## config.mk

```make
export PLATFORM = sky130hd
export DESIGN_NAME = assign_range_expander
export DESIGN_NICKNAME = d
export VERILOG_FILES = /design/src/rtl/assign_expand_pkg.sv /design/src/rtl/assign_expand_range_calc.sv /design/src/rtl/assign_range_expander.sv
export SDC_FILE = /design/constraint.sdc
export NUM_CORES = 1
export LEC_CHECK = 0
export ABC_AREA = 1
export CAP_MARGIN = 25
export CORE_UTILIZATION = 30
export CTS_BUF_LIST = sky130_fd_sc_hd__clkbuf_4
export CTS_CLUSTER_DIAMETER = 60
export DETAILED_ROUTE_END_ITERATION = 6
export GPL_TIMING_DRIVEN = 0
export PLACE_DENSITY = 0.6
export SLEW_MARGIN = 20
export SYNTH_ARGS = -nofsm -noshare
export SYNTH_HDL_FRONTEND = slang
export SYNTH_SLANG_ARGS = --single-unit
export TNS_END_PERCENT = 20
```

## constraint.sdc

```tcl
create_clock -name clk -period 4.59 [get_ports clk]
set_input_delay 1.1475 -clock clk [delete_from_list [all_inputs] [get_ports clk]]
set_output_delay 1.1475 -clock clk [all_outputs]
set_load 0.03 [all_outputs]
```

## src/rtl/assign_expand_pkg.sv

```systemverilog
// Shared types for the range-assign expander: FSM states, per-range step
// direction, the descriptor layout and the default index width.
package assign_expand_pkg;

    localparam int IDX_W_DEF = 8;

    typedef enum logic [1:0] {
        ST_IDLE = 2'd0,
        ST_EMIT = 2'd1,
        ST_ERR  = 2'd2
    } state_e;

    // STEP_HOLD keeps an index fixed (scalar source broadcast across a sink range)
    typedef enum logic [1:0] {
        STEP_DEC  = 2'd0,
        STEP_INC  = 2'd1,
        STEP_HOLD = 2'd2
    } step_e;

    typedef struct packed {
        logic [IDX_W_DEF-1:0] dst_msb;
        logic [IDX_W_DEF-1:0] dst_lsb;
        logic [IDX_W_DEF-1:0] src_msb;
        logic [IDX_W_DEF-1:0] src_lsb;
    } desc_t;

endpackage

```

## src/rtl/assign_expand_range_calc.sv

```systemverilog
// Combinational range analysis: widths, step directions and accept decision.
// Scalar broadcast (1-bit source onto a wider sink) is accepted only with ASSIGN_EXPAND_BCAST_EN.
module assign_expand_range_calc
    import assign_expand_pkg::*;
#(
    parameter int IDX_W = IDX_W_DEF
) (
    input  logic [IDX_W-1:0] i_dst_msb,
    input  logic [IDX_W-1:0] i_dst_lsb,
    input  logic [IDX_W-1:0] i_src_msb,
    input  logic [IDX_W-1:0] i_src_lsb,
    output logic [IDX_W-1:0] o_rem_init,
    output step_e            o_dst_step,
    output step_e            o_src_step,
    output logic             o_accept
);

    logic             w_dst_dec;
    logic             w_src_dec;
    logic [IDX_W-1:0] w_dst_span;
    logic [IDX_W-1:0] w_src_span;
    logic [IDX_W:0]   w_dst_w;
    logic [IDX_W:0]   w_src_w;
    logic             w_bcast;

    assign w_dst_dec  = (i_dst_msb >= i_dst_lsb);
    assign w_src_dec  = (i_src_msb >= i_src_lsb);
    assign w_dst_span = w_dst_dec ? (i_dst_msb - i_dst_lsb) : (i_dst_lsb - i_dst_msb);
    assign w_src_span = w_src_dec ? (i_src_msb - i_src_lsb) : (i_src_lsb - i_src_msb);

    // One extra bit so a full-range width of 2**IDX_W cannot overflow
    assign w_dst_w = {1'b0, w_dst_span} + (IDX_W+1)'(1);
    assign w_src_w = {1'b0, w_src_span} + (IDX_W+1)'(1);

`ifdef ASSIGN_EXPAND_BCAST_EN
    assign w_bcast = (w_src_w == (IDX_W+1)'(1)) && (w_dst_w > (IDX_W+1)'(1));
`else
    assign w_bcast = 1'b0;
`endif

    assign o_accept   = (w_dst_w == w_src_w) || w_bcast;
    assign o_rem_init = w_dst_span;
    assign o_dst_step = w_dst_dec ? STEP_DEC : STEP_INC;
    assign o_src_step = w_bcast ? STEP_HOLD : (w_src_dec ? STEP_DEC : STEP_INC);

endmodule

```

## src/rtl/assign_range_expander.sv

```systemverilog
// Expands sink[dm:dl] = source[sm:sl] into per-bit (dst, src) beats, msb end first.
// Scalar-broadcast support is enabled by defining ASSIGN_EXPAND_BCAST_EN.
module assign_range_expander
    import assign_expand_pkg::*;
#(
    parameter int IDX_W = IDX_W_DEF
) (
    input  logic             clk,
    input  logic             rst_n,
    input  logic             in_valid,
    output logic             in_ready,
    input  logic [IDX_W-1:0] in_dst_msb,
    input  logic [IDX_W-1:0] in_dst_lsb,
    input  logic [IDX_W-1:0] in_src_msb,
    input  logic [IDX_W-1:0] in_src_lsb,
    output logic             out_valid,
    input  logic             out_ready,
    output logic [IDX_W-1:0] out_dst,
    output logic [IDX_W-1:0] out_src,
    output logic             out_last,
    output logic             err,
    output logic [7:0]       err_cnt
);

    state_e           r_state;
    logic [IDX_W-1:0] r_dst;
    logic [IDX_W-1:0] r_src;
    logic [IDX_W-1:0] r_rem;
    step_e            r_dst_step;
    step_e            r_src_step;
    logic             r_out_valid;
    logic             r_out_last;
    logic             r_err;
    logic [7:0]       r_err_cnt;

    logic [IDX_W-1:0] w_rem_init;
    step_e            w_dst_step;
    step_e            w_src_step;
    logic             w_accept;
    logic             w_take;
    logic             w_beat;

    assign_expand_range_calc #(
        .IDX_W (IDX_W)
    ) u_range_calc (
        .i_dst_msb  (in_dst_msb),
        .i_dst_lsb  (in_dst_lsb),
        .i_src_msb  (in_src_msb),
        .i_src_lsb  (in_src_lsb),
        .o_rem_init (w_rem_init),
        .o_dst_step (w_dst_step),
        .o_src_step (w_src_step),
        .o_accept   (w_accept)
    );

    // Handshake: a transfer happens on a rising edge where valid && ready are both high.
    assign w_take = in_valid && (r_state == ST_IDLE);
    assign w_beat = r_out_valid && out_ready;

    always_ff @(posedge clk) begin
        if (!rst_n) begin
            r_state     <= ST_IDLE;
            r_dst       <= '0;
            r_src       <= '0;
            r_rem       <= '0;
            r_dst_step  <= STEP_DEC;
            r_src_step  <= STEP_DEC;
            r_out_valid <= 1'b0;
            r_out_last  <= 1'b0;
            r_err       <= 1'b0;
            r_err_cnt   <= '0;
        end else begin
            case (r_state)
                ST_IDLE: begin
                    r_err <= 1'b0;
                    if (w_take) begin
                        if (w_accept) begin
                            r_dst       <= in_dst_msb;
                            r_src       <= in_src_msb;
                            r_rem       <= w_rem_init;
                            r_dst_step  <= w_dst_step;
                            r_src_step  <= w_src_step;
                            r_out_valid <= 1'b1;
                            r_out_last  <= (w_rem_init == '0);
                            r_state     <= ST_EMIT;
                        end else begin
                            r_err <= 1'b1;
                            if (r_err_cnt != 8'hFF) begin
                                r_err_cnt <= r_err_cnt + 8'd1;
                            end
                            r_state <= ST_ERR;
                        end
                    end
                end
                ST_EMIT: begin
                    if (w_beat) begin
                        // Indices are frozen on the last beat so they end exactly on dl/sl
                        if (r_out_last) begin
                            r_out_valid <= 1'b0;
                            r_out_last  <= 1'b0;
                            r_state     <= ST_IDLE;
                        end else begin
                            case (r_dst_step)
                                STEP_DEC: r_dst <= r_dst - IDX_W'(1);
                                STEP_INC: r_dst <= r_dst + IDX_W'(1);
                                default:  r_dst <= r_dst;
                            endcase
                            case (r_src_step)
                                STEP_DEC: r_src <= r_src - IDX_W'(1);
                                STEP_INC: r_src <= r_src + IDX_W'(1);
                                default:  r_src <= r_src;
                            endcase
                            r_rem      <= r_rem - IDX_W'(1);
                            r_out_last <= (r_rem == IDX_W'(1));
                        end
                    end
                end
                ST_ERR: begin
                    r_err   <= 1'b0;
                    r_state <= ST_IDLE;
                end
                default: begin
                    r_state <= ST_IDLE;
                end
            endcase
        end
    end

    assign in_ready  = (r_state == ST_IDLE);
    assign out_valid = r_out_valid;
    assign out_dst   = r_dst;
    assign out_src   = r_src;
    assign out_last  = r_out_last;
    assign err       = r_err;
    assign err_cnt   = r_err_cnt;

endmodule

```

==> reports/summary.txt <==
Fin. Hold Viols = 0
most common cell after layout, fill and taps aside = nand2_1
RR Startpoint = r_dst_step[0]
sequential cell area fraction in the yosys report = 15.73%
Setup WS post-layout = 298.0 ps
num ports = 64
Synth warnings = 0
Seq pwr share = 28.0%
total grt overflow = 0
cts bufs inserted = 5
Layout Skew = 6.833 ps
Seq cells post-synth = 39
Cell Int Power = 718.7 uW
Least-Margin Pin Slew = 636.6 ps
GPL Wtd Cong = 0.8841
routed wire length = 14.18 mm
Pwr Density = 210.1 nW/um2
Longest Clk Path Bufs = 2
Synth cell types = 38
worst reg2reg endpoint = out_dst[7]
Vias = 5433
Post-Route Setup TNS = 0 ps
Die ar. = 17060 um2
crit path max-delay cell type = clkdlybuf4s50_1
number of remaining DRC errors = 0
post-detail-place hpwl = 10.99 mm
r2r setup slk = 2170 ps
Mean Syn Cell Area = 5.909 um2
Max-cap violations = 0
share of layout cells above drive strength 1 = 10.60%
TritonRoute pass-1 iters = 5
vias in the first global route = 4875
DP Worst Slack = -550.9 ps
Hold Path Class = flip-flop to flip-flop
Port Buf Inserts = 63
Req. time, crit path = 4830 ps
fin crit period = 4292 ps
H-tree Lvls = 2
DP Cell Count = 1119
CP most frequent cell = nand2_1
Min-Delay Path Depth = 2
Crit path largest cell delay = 520 ps
asr flop ratio synth = 0%
Clock Latency Late Sink = 370 ps
ANT nets after route = 0
Switching Share = 45.61%
Starting Density = 31.02%
crit-path cells = clkdlybuf4s50_1 > inv_1 > ha_2 > nand2_2 > inv_2 > a21oi_4 > buf_6 > nand3_1 > nand2_2 > ha_2 > xor2_1 > a21oi_1 > nand2_1 > nor2_1 > nand2_1 > nor2_1 > nand2_1 > nor2_4 > nand2_4 > nand2_8 > nand3_4 > clkbuf_16 > nand2_1 > a21oi_1
Avg WL per Cell = 12.33 um
initial antenna violation count = 0
Hold Path Origin = err
Worst Setup End Kind = flip-flop
Buf/Inv on CP = 5
Die Y = 130.6 um
total global-route track usage = 16.60%
floorplan row count = 46
number of flops mapped to enable cells by yosys = 0
Worst setup SP type = input port
Min-Delay Endpoint = err
FILL cells = 1770
most frequent cells in the layout = 288 x nand2_1, 115 x inv_1, 55 x a21oi_1, 54 x nand3_1, 53 x clkdlybuf4s50_1
delay-heaviest family, CP = simple AND/OR/NAND/NOR gates
clk slew on worst S/H paths = 120 ps
final setup fails = 0
fin cells = 1150
Comb power frac = 58.1%
Sw Pwr = 602.6 uW
Worst Reg-to-Reg Cells = 14
hold buffer count at cts = 0
CTS tree = built
Area growth syn-to-layout = 26.70%
# diodes = 0
first-pass GRT wire length = 22.88 mm
Core ar. = 16000 um2
Clock Power Share = 13.9%
Fmax = 0.2330 GHz
Clock Sink Count = 39
Final Cycle Share = 93.51%
Final Net Count = 1022
Tot Pwr = 1321 uW
arrival time worst endpoint = 4530 ps
status = completed
worst relative slew slack = 57.56%
largest net degree at the start of global routing = 12
Slew Viols, Final = 0
WS Path Type = input port to flip-flop
synthesized instance count = 840
Cell Area, Synth = 4964 um2
Peak supply drop = 0.09138 mV
root buf cell = clkbuf_4
chip width = 130.6 um
Pleak = 0.003164 uW
ys flop type = dfxtp_1
CP Max Fanout = 7
Vias/cell = 4.724
Final Util = 39.30%
initial detailed-routing violation count = 347
syn nets = 929
[layer usage]
layer | part of all wire [%] | vias to the layer above | global-route usage [%]
met5 | 0 | - | 0
met4 | 1.2 | 0 | 3.043
met3 | 3.9 | 12 | 1.466
met2 | 48 | 107 | 28.91
met1 | 47 | 2441 | 22.37
li1 | - | 2873 | -
[synthesized netlist by cell type (2+ instances only)]
| library cell | number | area, um2 |
|---|---|---|
| nor2_4 | 2 | 22.52 |
| nand2_1 | 294 | 1104 |
| a21oi_1 | 55 | 275.3 |
| nand3_1 | 57 | 285.3 |
| a21o_1 | 2 | 15.01 |
| a21oi_4 | 2 | 32.53 |
| o21a_1 | 5 | 37.54 |
| buf_4 | 2 | 15.01 |
| ha_1 | 47 | 588.1 |
| fa_1 | 6 | 120.1 |
| nand2_4 | 2 | 22.52 |
| clkbuf_1 | 13 | 48.80 |
| dfxtp_1 | 39 | 780.8 |
| xor2_1 | 19 | 166.4 |
| nand3_2 | 4 | 40.04 |
| xnor2_1 | 8 | 70.07 |
| inv_2 | 3 | 11.26 |
| o21ai_1 | 3 | 15.01 |
| nand4_1 | 36 | 225.2 |
| nor2_2 | 11 | 68.82 |
| nand3_4 | 2 | 35.03 |
| nor4_1 | 2 | 12.51 |
| buf_2 | 5 | 25.02 |
| nand2_2 | 9 | 56.30 |
| o21ai_0 | 33 | 165.2 |
| inv_1 | 118 | 442.9 |
| nor2_1 | 47 | 176.4 |
| a31oi_1 | 2 | 12.51 |
| buf_6 | 3 | 33.78 |
[registers in the layout, indices dropped and copies added (netlist names)]
signal,cells
out_src,8
r_dst_step,1
out_valid,1
err_cnt,8
out_dst,8
r_state,2
r_rem,8
err,1
r_src_step,1
out_last,1
[through the flow]
step	instance area, um2	hold slack, ps
2_1_floorplan	4964	449.7
3_3_place_gp	5864	457.9
3_5_place_dp	5864	465.4
4_1_cts	5919	483.0
5_1_grt	6289	514.8
6_report	6289	482.4
[power by group through the flow]
stage               Sequential [uW]  Combinational, uW  Clock [uW]
floorplan                       393                512           0
global placement                377                701           0
detailed placement              377                705           0
finish                          370                768         184
CTS                             370                709         186
global route                    373                880         202
[worst max path at each step]
stage	from	to	slack [ps]	cells after the start
CTS	in_dst_lsb[0]	out_dst[0]	70	24
global placement	in_dst_msb[0]	out_dst[0]	-510	25
global route	in_src_msb[6]	out_dst[0]	-40	24
finish	in_src_msb[6]	out_src[5]	300	24
detailed placement	in_dst_msb[0]	out_src[6]	-550	25
floorplan	in_dst_msb[0]	out_dst[0]	600	25
[what timing repair did]
action                                  in CTS  in global routing
endpoints found under the setup margin      24                 37
buffers inserted                             0                 20
gates cloned                                 0                  3
gates resized for setup                      4                 45
pin swaps                                    0                 11
[area by class of cell]
type / count / area, um2 / share of cell area, %
buffer: 23 / 142.6 / 2.268
clock buffer: 6 / 45.04 / 0.7163
clock inverter: 2 / 7.507 / 0.1194
inverter: 122 / 457.9 / 7.282
multi-input combinational: 657 / 3729 / 59.29
sequential: 39 / 780.7 / 12.42
tap: 216 / 270.3 / 4.298
timing repair buffer: 85 / 855.8 / 13.61
[logic make-up (layout without fill, tap and decap cells)]
logic type                 count (synthesis)  count (layout)  synth area share (%)
and+or+nand+nor                          470             471                 41.77
AOI/OAI and AO/OA                        106             106                 11.77
buffers and inverters                    145             238                 11.70
adders and majority gates                 53              53                 14.27
xor gates and xnor gates                  27              27                 4.764
DFF                                       39              39                 15.73
[worst register-to-register path: cells and delay by family, from the launching register on]
family	cells	cell delay [ps]
AOI/OAI and AO/OA	6	940
xor gates and xnor gates	1	80
adders and majority gates	1	350
buffers and inverters	2	310
DFF	1	340
and+or+nand+nor	4	340
(Power assumes the default switching activity.)
==> variant: new RTL, same flow settings <==
Set the package constant `IDX_W_DEF` to 7 (it was 8).
--- a/src/rtl/assign_expand_pkg.sv
+++ b/src/rtl/assign_expand_pkg.sv
@@ -3,5 +3,5 @@
 package assign_expand_pkg;
 
-    localparam int IDX_W_DEF = 8;
+    localparam int IDX_W_DEF = 7;
 
     typedef enum logic [1:0] {
Ports: changed (6 resized); port bits go from 64 to 58. No check against the original RTL was run, so the function may have changed too.
==> variant against the unedited design <==
- cell area fell by 15%
- cell count decreased by 18%
- clock skew rose by 0.0084 ns
- fmax is 1.9% lower
- routed wire length decreased by 17%
- total power fell by 5.4%
- sequential cell count decreased by 3
- worst setup slack worse by 0.081 ns
- area after synthesis down 14%
==> variant: results (changes against the unedited design) <==
Run status:
- The flow ran to the end, and the final reports show no timing, DRC or antenna violations.

Floorplanning:
- The starting density of the core is 30.7% (-0.29 points).

Power and ir drop:
- The reported net switching power came to 576 uW (-4.3%).
- The total power after layout is 1.25 mW (-5.4%).
- The leakage power figure is 2.61 nW (-18%).
- The worst IR drop on VDD came to 101 uV (+11%).

Setup path:
- The slack of the worst reg-to-reg path is 2.29 ns (+0.12 ns).
- The launching element of the worst setup path is in_src_msb[4].
- In this run the critical register-to-register path is launched from r_state[0]$_SDFFE_PN0P_.
- The end of the critical path is out_dst[6]$_SDFFE_PN0P_.
- The endpoint identified for the worst register-to-register timing path is r_rem[1]$_SDFFE_PN0P_.
- The data arrival at the endpoint of the critical path is 4.60 ns (+0.07 ns).

Clock network:
- The number of resized instances in the post-cts repair step was 1 (-3).

Placement:
- The worst slack at placement is -0.371 ns (+0.180 ns).
- The count of input and output buffers is 56 (-11%).
- The weighted congestion reported at the end of routability-driven placement is 0.874 (-1.1%).
- The detailed placer's ending HPWL is 9.28 mm (-16%).

Drt:
- The length of routed met3 wiring is 399 um (-27%).
- The routed metal-1 wire length was 5.70 mm (-15%).
- The average routed wire per standard cell is 12.5 um (+1.5%).
- The routed via count is 4467 (-18%).
- The amount of wire on met2 after detailed routing is 5.63 mm (-17%).
- The violation count after the first detailed-route iteration is 295 (-15%).

Global routing:
- The met2 usage in global routing came to 28.1% (-0.77 points).
- The number of global-route vias before repair is 4080 (-16%).
- The combined global-route utilization of all metal layers came to 16.3% (-0.26 points).
- The global-route track usage on met3 is 1.79% (+0.32 points).
- The first-pass GRT wire length is 19.5 mm (-15%).
- The met1 routing resource usage after global routing was 22.3% (-0.059 points).

Logic synthesis:
- The synthesized net count is 771 (-17%).
- The register area share after synthesis is 16.9% (+1.2 points).
- By count the netlist is led by 188 x nand2_1, 108 x inv_1, 55 x a21oi_1, 51 x nand3_1, 43 x nor2_1.
- By area the synthesized netlist is led by dfxtp_1 17%, nand2_1 17%, ha_1 12%, inv_1 9.5%, a21oi_1 6.5%.
- The distinct cell type count after synthesis is 35 (-7.9%).

Layout:
- The ratio of cells with drive above 1 in the final layout is 9.55% (-1.0 points).
- The total of fill cells in the finished design was 1509 (-15%).

Timing:
- The worst slew slack as a fraction of its limit is 31.8% (-26 points).
- The clock skew after layout is 0.0152 ns (+0.00837 ns).
- The ratio of final minimum period to clock period is 95.3% (+1.8 points).
==> variant: cell count changes in the layout (fill, tap and decap cells not counted), sizes merged, moves of 8 or more <==
cell	before	now
nand2	305	201
nand3	64	56
buf	25	14
inv	121	113
clkbuf	26	17
==> variant: critical path, delay by kind of cell <==
kind / cells / cell delay (ns)
AND/OR/NAND/NOR: 14 / 1.53
buffers and inverters: 4 / 0.90
adder cells (fa/ha/maj): 2 / 0.66
AO/OA/AOI/OAI: 2 / 0.17
XOR/XNOR: 1 / 0.14
==> variant: kinds of logic (layout without fill, tap and decap cells) <==
group	after synthesis	after routing	share of synthesized area [%]
AOI/OAI and AO/OA	96	96	11.8
xor gates and xnor gates	28	28	5.75
adders and majority gates	47	47	14.8
buffers and inverters	133	204	12.8
DFF	36	36	16.9
and+or+nand+nor	352	353	38.0
==> variant: layout make-up <==
cell class / count / share of cell area (%)
multi-input combinational: 524 / 58.4
inverter: 115 / 8.11
tap: 180 / 4.23
clock inverter: 2 / 0.211
timing repair buffer: 63 / 12.5
clock buffer: 6 / 0.846
sequential: 36 / 13.5
buffer: 18 / 2.26
==> variant: how the worst min path moves through the flow <==
stage	endpoint	slack, ns	depth (start not counted)
floorplan	r_rem[1]$_SDFFE_PN0P_	0.45	2
global placement	err$_SDFFE_PN0P_	0.46	2
finish	err$_SDFFE_PN0P_	0.48	2
global route	err$_SDFFE_PN0P_	0.52	2
detailed placement	err$_SDFFE_PN0P_	0.46	2
CTS	err$_SDFFE_PN0P_	0.48	2
==> variant: stage by stage <==
stage / hold slack, ns / instances / utilization (%)
6_report: 0.479 / 944 / 38.4
5_1_grt: 0.521 / 944 / 38.4
4_1_cts: 0.483 / 936 / 36.9
3_5_place_dp: 0.464 / 928 / 36.4
3_3_place_gp: 0.462 / 928 / 36.4
2_1_floorplan: 0.453 / 692 / -
